--- src/rtl/spi_cmd_responder_pkg.sv ---
// Shared command codes, response words and state encodings for the SPI responder.
package spi_cmd_responder_pkg;

  // Command field, rx[15:11]
  localparam logic [4:0] CmdRdReg     = 5'b00110;
  localparam logic [4:0] CmdWrReg     = 5'b11000;
  localparam logic [4:0] CmdStartConv = 5'b10100;
  localparam logic [4:0] CmdReadData  = 5'b01010;
  localparam logic [4:0] CmdReset     = 5'b00001;
  // READSINGLE only decodes rx[15:12]; rx[11] is part of the channel index
  localparam logic [3:0] CmdReadSingle = 4'b1110;

  // Response words
  localparam logic [15:0] RespAck    = 16'h3355;
  localparam logic [15:0] RespErr    = 16'hABCD;
  localparam logic [4:0]  RespRegTag = 5'b11000;

  typedef enum logic [1:0] {
    StIdle,
    StCmd,
    StStream
  } state_e;

  // Which registered source feeds the pending response one cycle after decode
  typedef enum logic [1:0] {
    CapNone,
    CapReg,
    CapAdc
  } capture_e;

endpackage

--- src/rtl/spi_cmd_responder_sync_edge.sv ---
// Input synchroniser with rise/fall detection on the synchronised level.
module spi_sync_edge #(
  parameter int unsigned SYNC_STAGES = 2,
  parameter bit          RESET_VAL   = 1'b0
) (
  input  logic clk,
  input  logic rst_n,
  input  logic din,
  output logic level,
  output logic rise,
  output logic fall
);

  logic [SYNC_STAGES-1:0] sync_q;
  logic                   prev_q;

  // Synchroniser chain plus one history flop for edge detection
  always_ff @(posedge clk or negedge rst_n) begin
    if (!rst_n) begin
      sync_q <= {SYNC_STAGES{RESET_VAL}};
      prev_q <= RESET_VAL;
    end else begin
      sync_q <= (sync_q << 1) | SYNC_STAGES'(din);
      prev_q <= sync_q[SYNC_STAGES-1];
    end
  end

  assign level = sync_q[SYNC_STAGES-1];
  assign rise  = level & ~prev_q;
  assign fall  = ~level & prev_q;

endmodule

--- src/rtl/spi_cmd_responder.sv ---
// SPI responder: deserialises 16-bit host words, decodes commands into register-file
// and ADC-buffer accesses, and returns each word's response during the following word.
module spi_cmd_responder import spi_cmd_responder_pkg::*; #(
  parameter int unsigned NREGISTERS  = 8,
  parameter int unsigned NUMCHANNELS = 16,
  parameter int unsigned WORDBITS    = 16,
  parameter int unsigned SYNC_STAGES = 2
) (
  input  logic                           CLK,
  input  logic                           NRST,
  input  logic                           SCK,
  input  logic                           CS,
  input  logic                           PICO,
  output logic                           POCI,
  output logic                           reg_wr_en,
  output logic [$clog2(NREGISTERS)-1:0]  reg_addr,
  output logic [7:0]                     reg_wdata,
  input  logic [7:0]                     reg_rdata,
  output logic                           start_conv,
  output logic                           soft_rst,
  input  logic                           data_rdy,
  output logic [$clog2(NUMCHANNELS)-1:0] adc_idx,
  input  logic [WORDBITS-1:0]            adc_data
);

  localparam int unsigned AW = $clog2(NREGISTERS);
  localparam int unsigned IW = $clog2(NUMCHANNELS);
  localparam int unsigned CW = $clog2(WORDBITS);
  localparam logic [IW-1:0] LastIdx = IW'(NUMCHANNELS - 1);
  localparam logic [CW-1:0] LastBit = CW'(WORDBITS - 1);

  logic sck_lvl, sck_rise, sck_fall;
  logic cs_lvl, cs_rise, cs_fall;
  logic pico_lvl, pico_rise, pico_fall;
  logic unused_edges;

  state_e              state_q;
  capture_e            cap_q;
  logic [WORDBITS-1:0] rx_q;
  logic [WORDBITS-1:0] tx_q;
  logic [WORDBITS-1:0] pending_q;
  logic [WORDBITS-1:0] pending_d;
  logic [CW-1:0]       cnt_q;
  logic                word_q;  // a complete word sits in rx_q, decode this cycle
  logic                load_q;  // next SCK fall loads tx from the pending response

  spi_sync_edge #(.SYNC_STAGES(SYNC_STAGES), .RESET_VAL(1'b1)) u_sync_sck (
    .clk   (CLK),
    .rst_n (NRST),
    .din   (SCK),
    .level (sck_lvl),
    .rise  (sck_rise),
    .fall  (sck_fall)
  );

  spi_sync_edge #(.SYNC_STAGES(SYNC_STAGES), .RESET_VAL(1'b1)) u_sync_cs (
    .clk   (CLK),
    .rst_n (NRST),
    .din   (CS),
    .level (cs_lvl),
    .rise  (cs_rise),
    .fall  (cs_fall)
  );

  spi_sync_edge #(.SYNC_STAGES(SYNC_STAGES), .RESET_VAL(1'b0)) u_sync_pico (
    .clk   (CLK),
    .rst_n (NRST),
    .din   (PICO),
    .level (pico_lvl),
    .rise  (pico_rise),
    .fall  (pico_fall)
  );

  assign unused_edges = ^{sck_lvl, pico_rise, pico_fall};

  // Pending response after any capture of combinational read data this cycle; tx loads
  // from here so a capture coinciding with an SCK fall is not missed.
  always_comb begin
    pending_d = pending_q;
    case (cap_q)
      CapReg:  pending_d = WORDBITS'({RespRegTag, reg_addr, reg_rdata});
      CapAdc:  pending_d = adc_data;
      default: pending_d = pending_q;
    endcase
  end

  // Shift engine, command decode and state machine
  always_ff @(posedge CLK or negedge NRST) begin
    if (!NRST) begin
      state_q    <= StIdle;
      cap_q      <= CapNone;
      rx_q       <= '0;
      tx_q       <= '0;
      pending_q  <= '0;
      cnt_q      <= '0;
      word_q     <= 1'b0;
      load_q     <= 1'b0;
      reg_wr_en  <= 1'b0;
      reg_addr   <= '0;
      reg_wdata  <= '0;
      start_conv <= 1'b0;
      soft_rst   <= 1'b0;
      adc_idx    <= '0;
    end else begin
      reg_wr_en  <= 1'b0;
      start_conv <= 1'b0;
      soft_rst   <= 1'b0;
      word_q     <= 1'b0;
      cap_q      <= CapNone;
      pending_q  <= pending_d;

      // Bit-level shifting, only while CS is low
      if (cs_fall) begin
        tx_q   <= pending_d;
        cnt_q  <= '0;
        load_q <= 1'b1;
      end else if (cs_rise) begin
        cnt_q  <= '0;
        load_q <= 1'b0;
      end else if (!cs_lvl) begin
        if (sck_rise) begin
          rx_q <= {rx_q[WORDBITS-2:0], pico_lvl};
          if (cnt_q == LastBit) begin
            cnt_q  <= '0;
            word_q <= 1'b1;
            load_q <= 1'b1;
          end else begin
            cnt_q <= cnt_q + 1'b1;
          end
        end
        if (sck_fall) begin
          if (load_q) begin
            tx_q   <= pending_d;
            load_q <= 1'b0;
          end else begin
            tx_q <= tx_q << 1;
          end
        end
      end

      // Word decode; overrides of pending_q here win over the default above
      if (word_q) begin
        if (state_q == StStream) begin
          if (adc_idx == LastIdx) begin
            pending_q <= WORDBITS'(RespErr);
          end else begin
            adc_idx <= adc_idx + 1'b1;
            cap_q   <= CapAdc;
          end
        end else if (rx_q[WORDBITS-1 -: 4] == CmdReadSingle) begin
          adc_idx <= rx_q[8 +: IW];
          cap_q   <= CapAdc;
        end else begin
          case (rx_q[WORDBITS-1 -: 5])
            CmdWrReg: begin
              reg_addr  <= rx_q[8 +: AW];
              reg_wdata <= rx_q[7:0];
              reg_wr_en <= 1'b1;
              pending_q <= WORDBITS'(RespAck);
            end
            CmdRdReg: begin
              reg_addr <= rx_q[8 +: AW];
              cap_q    <= CapReg;
            end
            CmdStartConv: begin
              start_conv <= 1'b1;
              pending_q  <= WORDBITS'(RespAck);
            end
            CmdReadData: begin
              if (data_rdy && state_q == StCmd) begin
                state_q <= StStream;
                adc_idx <= '0;
                cap_q   <= CapAdc;
              end else begin
                pending_q <= WORDBITS'(RespErr);
              end
            end
            CmdReset: begin
              soft_rst  <= 1'b1;
              pending_q <= WORDBITS'(RespAck);
            end
            default: pending_q <= WORDBITS'(RespErr);
          endcase
        end
      end

      // Frame boundaries last so a same-cycle CS rise still ends in IDLE
      if (cs_fall) begin
        state_q <= StCmd;
      end else if (cs_rise) begin
        state_q <= StIdle;
      end
    end
  end

  assign POCI = ~cs_lvl & tx_q[WORDBITS-1];

endmodule

--- config.mk ---
export PLATFORM = sky130hd
export DESIGN_NAME = spi_cmd_responder
export DESIGN_NICKNAME = d
export VERILOG_FILES = /design/src/rtl/spi_cmd_responder_pkg.sv /design/src/rtl/spi_cmd_responder_sync_edge.sv /design/src/rtl/spi_cmd_responder.sv
export SDC_FILE = /design/constraint.sdc
export NUM_CORES = 1
export LEC_CHECK = 0
export BUFFER_PORTS_ARGS = -buffer_cell sky130_fd_sc_hd__clkbuf_2
export CORE_MARGIN = 5
export CORE_UTILIZATION = 55
export CTS_CLUSTER_DIAMETER = 60
export DETAILED_ROUTE_END_ITERATION = 10
export MAX_ROUTING_LAYER = met4
export PLACE_DENSITY_LB_ADDON = 0.1
export SLEW_MARGIN = 15
export SYNTH_ARGS = -nofsm -noshare
export SYNTH_HDL_FRONTEND = slang
export SYNTH_SLANG_ARGS = --single-unit
--- constraint.sdc ---
create_clock -name CLK -period 2.4 [get_ports CLK]
set_clock_uncertainty 0.15 [all_clocks]
set_input_delay 0.24 -clock CLK [delete_from_list [all_inputs] [get_ports CLK]]
set_output_delay 0.24 -clock CLK [all_outputs]
set_load 0.02 [all_outputs]
Word level (Yosys, flattened, before mapping):

Index checks and enable logic that the tools add are counted.

* input bits: 30
* register bits after elaboration: 84
* ROM bits: 0
* logic and storage cells: 131
* latch bits: 0
* memories: 0
* output and inout port bits: 19
* RAM bits: 0

* muxes and demuxes: 59
* reductions and logical operators: 17
* add/sub/neg operators: 2
* $lt $le $gt $ge: 0
* $mul: 0
* bitwise gates (word level): 16
* shifts and indexed selects: 0
* divide/modulo/power cells: 0
* equal/unequal tests: 18

Operator list (number)
* $mux 16: 10
* $pmux 16 s3: 1
* $mux 4: 10
* $pmux 16 s2: 1
* $mux 1: 24
* $mux 2: 12
* $reduce_bool 3->1: 6
* $reduce_and 4->1: 4
* $eq 4x4->1 const B: 3
* $eq 5x5->1 const B: 2
* $ne 3x3->1 const B: 3
* $add 4x1->4 const B: 2
* $not 1->1: 8
* $or 2x1->2: 3
* $and 1x1->1: 5
* $eq 5x1->1 const B: 1
* $eq 5x3->1 const B: 1
* $eq 5x4->1 const B: 1
* $reduce_and 5->1: 1
* $eq 2x1->1 const B: 2
* $eq 2x2->1 const B: 2
* $ne 2x2->1 const B: 2
* $pmux 2 s2: 1
* $reduce_and 3->1: 1
* other kinds (6): 6

Logic depth before layout (Yosys ltp):

Gate-level depths: netlist of the first run.

* depth in word-level cells: 9
* mapped depth: 8
* depth with buffers taken out: 6

Modules after synthesis:

Synthesis of the first run repeated with hierarchy kept, for this count alone.

* cell total of the unflattened synthesis: 377
* area total of the unflattened synthesis: 3930.0 sq um

By module, submodules not included
* spi_cmd_responder: area each 3652.3 sq um, cells each 362, sequential area each 1901.8 sq um, instances 1
* spi_sync_edge at u_sync_cs ...: area each 93.8 sq um, cells each 5, sequential area each 78.8 sq um, instances 2
* spi_sync_edge at u_sync_pico: area each 90.1 sq um, cells each 5, sequential area each 75.1 sq um, instances 1

Worst setup path after synthesis of the first run:

OpenSTA, ideal clock, no wires.

* kind: reg2reg
* start: reg u_sync_cs.sync_q[1]
* end: reg tx_q[10]
* setup slack: 256 ps
* buffers on the path: 2
* setup time: 135 ps
* period minus slack after synthesis: 2144 ps
* arrival time: 1860 ps
* stages on the path, launching flop included: 8
* required time: 2115 ps
* cell sequence: dfstp_2 inv_1 ha_1 clkbuf_1 nor2_2 buf_2 mux2i_1 o21ai_0

* cells in the longest elaborated chain, start to end: 4
* elaborated cells on any way between the ends: 8
* those cells by class: 2 x eq/ne; 1 x mux; 3 x bitwise; 2 x reduce/logical

RTL lines
* start: declaration: line spi_cmd_responder_sync_edge.sv:14 `logic [SYNC_STAGES-1:0] sync_q;`
* start signal: assignment: line spi_cmd_responder_sync_edge.sv:20 `sync_q <= {SYNC_STAGES{RESET_VAL}};`
* start signal: assignment: line spi_cmd_responder_sync_edge.sv:23 `sync_q <= (sync_q << 1) | SYNC_STAGES'(din);`
* $not 1->1 (*): line spi_cmd_responder_sync_edge.sv:30 `assign fall = ~level & prev_q;`
* $and 1x1->1 (*): line spi_cmd_responder_sync_edge.sv:30
* named net cs_fall: line spi_cmd_responder.sv:33 `logic cs_lvl, cs_rise, cs_fall;`
* $ne 2x2->1 (no source line), or another cell as far along
* $reduce_and 3->1 (no source line)
* end signal: assignment: line spi_cmd_responder.sv:114 `tx_q <= pending_d;`
* end signal: assignment: line spi_cmd_responder.sv:133 `tx_q <= pending_d;`
* end signal: assignment: line spi_cmd_responder.sv:136 `tx_q <= tx_q << 1;`
* end: declaration: line spi_cmd_responder.sv:40 `logic [WORDBITS-1:0] tx_q;`

The timed path passes the listed nets; every way through them passes the cells marked *.
A chain may end at the register's enable or synchronous reset.

Worst setup path in the final report of the first run:

* start: reg rx_q[12]
* end: reg adc_idx[1]

* cells in the longest elaborated chain, start to end: 3
* elaborated cells on any way between the ends: 7
* those cells by class: 2 x eq/ne; 2 x mux; 3 x reduce/logical

RTL lines
* start: declaration: line spi_cmd_responder.sv:39 `logic [WORDBITS-1:0] rx_q;`
* start signal: assignment: line spi_cmd_responder.sv:122 `rx_q <= {rx_q[WORDBITS-2:0], pico_lvl};`
* $eq 5x4->1 or $eq 4x4->1 (tied branches): line spi_cmd_responder.sv:154, spi_cmd_responder.sv:150
* $reduce_bool 3->1 (no source line) or $mux 4 (tied branches)
* $reduce_and 4->1 (no source line) or $mux 4 (tied branches)
* end signal: assignment: line spi_cmd_responder.sv:147 `adc_idx <= adc_idx + 1'b1;`
* end signal: assignment: line spi_cmd_responder.sv:151 `adc_idx <= rx_q[8 +: IW];`
* end: declaration: line spi_cmd_responder.sv:22 `output logic [$clog2(NUMCHANNELS)-1:0] adc_idx,`

Parallel ways exist; a longest one is shown, timed or not.

==> run metrics, run 1 <==
status finished clean; Ant. Diodes 0; starting density of the core 55.86%; Final period util 88.40%; total CTS buffers 9; commonest non-fill, non-tap cell in the layout dfrtp_1; placed cell count 500; Seq cells post-synth 84; critical path class flop to flop; Pwr Density 670.0 mW/mm^2; CP required 2.49 ns; Worst VDD drop 468.3 uV; Setup Viol. Count Final 0; initial antenna violation count 0; first-pass GRT wire length 14170 um; drt wl/cell 16.20 um; clock sink count 84; total track usage 21.10%; Post-Route WL 8426 um; fin cells 520; Synth area leader dfrtp_1; CORE AREA 0.007137 sq mm; die width 95.14 um; Worst EP arrival 2.22 ns; post-place instance area 0.004344 sq mm; final hold slack 0.03243 ns; Final ANT Viol Nets 0; Achievable Freq 471.4 MHz; DRC viols 0; Pins Over Slew Limit 0; Net Count, Synth 402; mapped cell area 0.003986 sq mm; Clk Tree Root Cell clkbuf_8; Setup Buffers After CTS 0; Final WS setup 0.2785 ns; critical path capture point type flop; gpl congestion 0.9081; Hold Path Class primary input to flop; H-tree Lvls 3; synth top area cells dfrtp_1 49%, mux2_2 5.6%, o21ai_0 5.0%; Leakage 2.225 nW; total gr overflow 0; worst-path fanout max 13; nets 453; Vert. Die Dim 95.14 um; setup_tns 0 ns; Post-synth ARST share 100.0%; DP Wirelength 6049 um; Via Count 2875; DR vias/cell 5.529; DR iter-0 viols 169; synth unique cells 60; Worst-Skew Late Latency 0.35 ns; Total Die Area 0.009051 sq mm; CTS tree yes; I/O Buffers 48; dpl ws 0.3004 ns; RSZ-0062 raised after global routing false; Resized cells post-CTS 0; footprint of the multi-input gates 0.001719 sq mm; Rows 31; Seq/Total Area, Yosys 52.92%; worst-margin pin slew 0.5557 ns; fin crit period 2.122 ns; main flop type after synthesis dfrtp_1; final-report hold violation count 0; Slew headroom 62.43%; pin count of the biggest net entering global routing 49; syn avg cell area 10.92 sq um; max-cap viol count 0; Longest Clk Path Bufs 2; # fillers 605; storage element area 0.002110 sq mm; crit path launch type flop; Clk pin slew, worst setup/hold paths 0.09 ns; Final Cell Area 0.004598 sq mm; IO Pins 49; area grow syn2layout 15.35%; most frequent cells in the layout 78 x dfrtp_1, 47 x clkbuf_2, 43 x nand2_1; hold_buf cts 4; vias in the first global route 2910; Mapped Cells 365; Synth warnings 0; number of synthesized flops with an enable pin 0; post-synth top area share 48.96%; drt pass-1 iters 4; share of cells above drive strength 1 28.03%
==> stage by stage <==
| stage | power [mW] | utilization (%) |
|---|---|---|
| finish | 3.081 | 64.43 |
| global route | 3.232 | 64.43 |
| CTS | 3.102 | 64.43 |
| detailed placement | 2.010 | 60.87 |
| global placement | 1.995 | 60.87 |
| floorplan | 1.870 | - |
==> synthesized netlist by cell type, types with 6 or more instances <==
master and number:
dfrtp_1 78, nand2_1 43, o21ai_0 40, mux2_2 20
inv_1 15, mux2i_1 13, a22oi_1 11, clkbuf_1 11
a21oi_1 9, nand3_1 9, mux2_4 8, nand2b_1 8
buf_2 7, ha_1 7, dfstp_2 6
==> worst max-delay path: stages, from the launching register on <==
cell and delay [ns]:
dfrtp_1 0.55, nor3b_2 0.33, a31oi_1 0.21, a221oi_2 0.40, mux2_2 0.38
==> per-layer routing <==
metal  wire length [um]  track usage [%]
met1               4110            29.48
met2               3710            30.50
met5                  0                -
met3                368            3.236
met4                235            9.495
==> logic make-up (layout without fill, tap and decap cells) <==
family,Yosys count,after routing,share of synthesized area [%]
AO/OA/AOI/OAI,90,90,14.34
AND/OR/NAND/NOR,105,105,14.09
adder cells (fa/ha/maj),7,7,2.197
flip-flops,84,84,52.92
XOR/XNOR,2,2,0.4395
buffers and inverters,36,92,4.080
multiplexers,41,41,11.93
==> flip-flops by register name, indices dropped and copies added (netlist names) <==
register            cells
pending_q              16
rx_q                   16
tx_q                   16
reg_wdata               8
adc_idx                 4
cnt_q                   4
reg_addr                3
cap_q                   2
state_q                 2
u_sync_cs.sync_q        2
u_sync_pico.sync_q      2
u_sync_sck.sync_q       2
load_q                  1
reg_wr_en               1
soft_rst                1
start_conv              1
u_sync_cs.prev_q        1
u_sync_sck.prev_q       1
word_q                  1
==> power by group <==
group | internal, mW | leakage (nW) | switching [mW]
clock network | 0.587 | 0.107 | 0.513
logic | 0.169 | 1.06 | 0.165
registers | 1.56 | 1.06 | 0.0871
==> cell type report <==
class	count	share of cell area, %
clock inverter	6	1.878
multi-input combinational	245	37.39
inverter	15	1.224
sequential	84	45.88
clock buffer	10	2.776
timing repair buffer	61	8.163
tap	99	2.694
==> final timing paths <==
| check | start | endpoint | slack [ns] | cells after the start |
|---|---|---|---|---|
| max in group asynchronous | NRST | u_sync_sck.sync_q[1] | 1.19 | 3 |
| hold reg to reg | u_sync_pico.sync_q[0] | u_sync_pico.sync_q[1] | 0.20 | 0 |
| hold / removal | adc_data[13] | pending_q[13] | 0.03 | 3 |
| min in group asynchronous | NRST | adc_idx[3] | 0.23 | 2 |
| setup / recovery | rx_q[12] | adc_idx[1] | 0.28 | 4 |
| setup reg to reg | rx_q[12] | adc_idx[1] | 0.28 | 4 |
Power figures use the tool's default switching activity.
==> run 2, diff against run 1 <==
RECOVER_POWER = 50   (was default)
==> run 2 against run 1 <==
  * Cell count stayed put
  * Largest power group unchanged
  * Largest cell class unchanged
  * Sequential power about the same
  * Via count shrank 1.3%
  * Sequential share of layout area rose by 0.24 points
==> run metrics, run 2 (synthesis gave the netlist of run 1 again) <==
Setup Viol. Count Final 0 (unchanged); Leakage 2.195 nW (-1.4%); crit path launch type flop; critical path class flop to flop; dpl ws 0.3004 ns (unchanged); Longest Clk Path Bufs 2 (unchanged); Worst EP arrival 2.21 ns (about the same); fin crit period 2.116 ns (-0.005357 ns); IO Pins 49 (unchanged); Pwr Density 671.8 mW/mm^2 (+0.27%); DP Wirelength 6049 um (unchanged); Crit-path slowest cell dfrtp_1; clock sink count 84 (unchanged); Pins Over Slew Limit 0 (unchanged); CP max stage delay 0.55 ns (about the same); CTS tree yes; gpl congestion 0.9081 (unchanged); final-report hold violation count 0 (unchanged); Final WS setup 0.2838 ns (+0.005357 ns); most frequent cells in the layout 78 x dfrtp_1, 43 x nand2_1, 41 x clkbuf_2; reg-to-reg setup timing slack 0.28 ns (about the same); H-tree Lvls 3 (unchanged); I/O Buffers 48 (unchanged); total CTS buffers 9 (unchanged); Achievable Freq 472.6 MHz (+0.25%); worst-path fanout max 13 (unchanged); Resized cells post-CTS 0 (unchanged); Ant. Diodes 0 (unchanged); starting density of the core 55.86% (unchanged); initial antenna violation count 0 (unchanged); DR vias/cell 5.460 (-1.3%); area grow syn2layout 14.75%; share of cells above drive strength 1 26.13% (-1.9 points); pin count of the biggest net entering global routing 49 (unchanged); Via Count 2839 (-1.3%); Rows 31 (unchanged); Final ANT Viol Nets 0 (unchanged); Slew headroom 40.85% (-22 points); setup_tns 0 ns (unchanged); total gr overflow 0 (unchanged); Vert. Die Dim 95.14 um (unchanged); max-cap viol count 0 (unchanged); drt pass-1 iters 4 (unchanged); RSZ-0062 raised after global routing false; DRC viols 0 (unchanged); critical path capture point type flop; Clk pin slew, worst setup/hold paths 0.08 ns (about the same); Hold Path Class primary input to flop; Buf+Inv Stages, Crit Path 0 (unchanged); commonest non-fill, non-tap cell in the layout dfrtp_1; vias in the first global route 2910 (unchanged); Worst VDD drop 471.4 uV (+0.64%); CP delay by family, top compound AO/OA/AOI/OAI gates; Clk Tree Root Cell clkbuf_8; cell chain of the critical path nor3b_2, a31oi_1, a221oi_2, mux2_2; Total Die Area 0.009051 sq mm (unchanged); total track usage 21.10% (unchanged); nets 453 (unchanged); DR iter-0 viols 214 (+27%); # fillers 610 (+0.83%); die width 95.14 um (unchanged); Post-Route WL 8417 um (-0.11%); worst-margin pin slew 0.8873 ns (+0.3317 ns); CORE AREA 0.007137 sq mm (unchanged); Final period util 88.17% (-0.22 points); first-pass GRT wire length 14170 um (unchanged); CP required 2.49 ns (about the same); status finished clean; drt wl/cell 16.19 um (-0.11%); Largest regs pending_q (16), rx_q (16), tx_q (16); Worst-Skew Late Latency 0.35 ns (about the same)
run 2: power by group:
group          leakage, nW  internal [mW]  switching, mW
Combinational         1.03          0.166          0.165
Sequential            1.06           1.56         0.0866
Clock                0.107          0.587          0.509
Total                 2.19           2.31          0.760
run 2: metal layers:
metal,track usage (%),vias to the layer above,wire length (um)
met4,9.495,0,224
li1,-,1402,-
met1,29.48,1349,4109
met5,-,-,0
met3,3.236,17,346
met2,30.50,71,3737
run 2: cell type report:
cell class	instances	area [sq um]	share of cell area, %
repair buffers	61	351.6	7.686
multi-input cells	245	1719	37.58
clock buffers	10	127.6	2.790
clock inverters	6	86.33	1.887
well taps	99	123.9	2.708
inverters	15	56.30	1.231
flip-flops and latches	84	2110	46.12
run 2: worst paths after layout:
| check | cells past startpoint | startpoint | end |
|---|---|---|---|
| max | 4 | rx_q[12] | adc_idx[1] |
| min | 3 | adc_data[13] | pending_q[13] |
| max reg2reg | 4 | rx_q[12] | adc_idx[1] |
| min reg2reg | 0 | u_sync_pico.sync_q[0] | u_sync_pico.sync_q[1] |
| max in group asynchronous | 3 | NRST | tx_q[9] |
| min in group asynchronous | 2 | NRST | adc_idx[0] |
run 2: repair_timing:
| action | 4_1_cts | 5_1_grt |
|---|---|---|
| endpoints found under the hold margin | 39 | 0 |
| hold buffers | 4 | 0 |
| setup buffers | 0 | 0 |
run 2: worst min-delay path, stage by stage:
cell	delay, ns
clkbuf_2	0.08
a31oi_1	0.12
nand2_1	0.06
run 2: stage by stage:
stage | instance area (sq um) | util [%] | instances | power (mW) | hold slack [ns]
6_report | 4574 | 64.10 | 520 | 3.073 | 0.02935
5_1_grt | 4574 | 64.10 | 520 | 3.228 | 0.04340
4_1_cts | 4598 | 64.43 | 520 | 3.102 | 0.01218
3_5_place_dp | 4344 | 60.87 | 500 | 2.010 | 0.08695
3_3_place_gp | 4344 | 60.87 | 500 | 1.995 | 0.08213
2_1_floorplan | 3986 | - | 365 | 1.870 | -0.2056
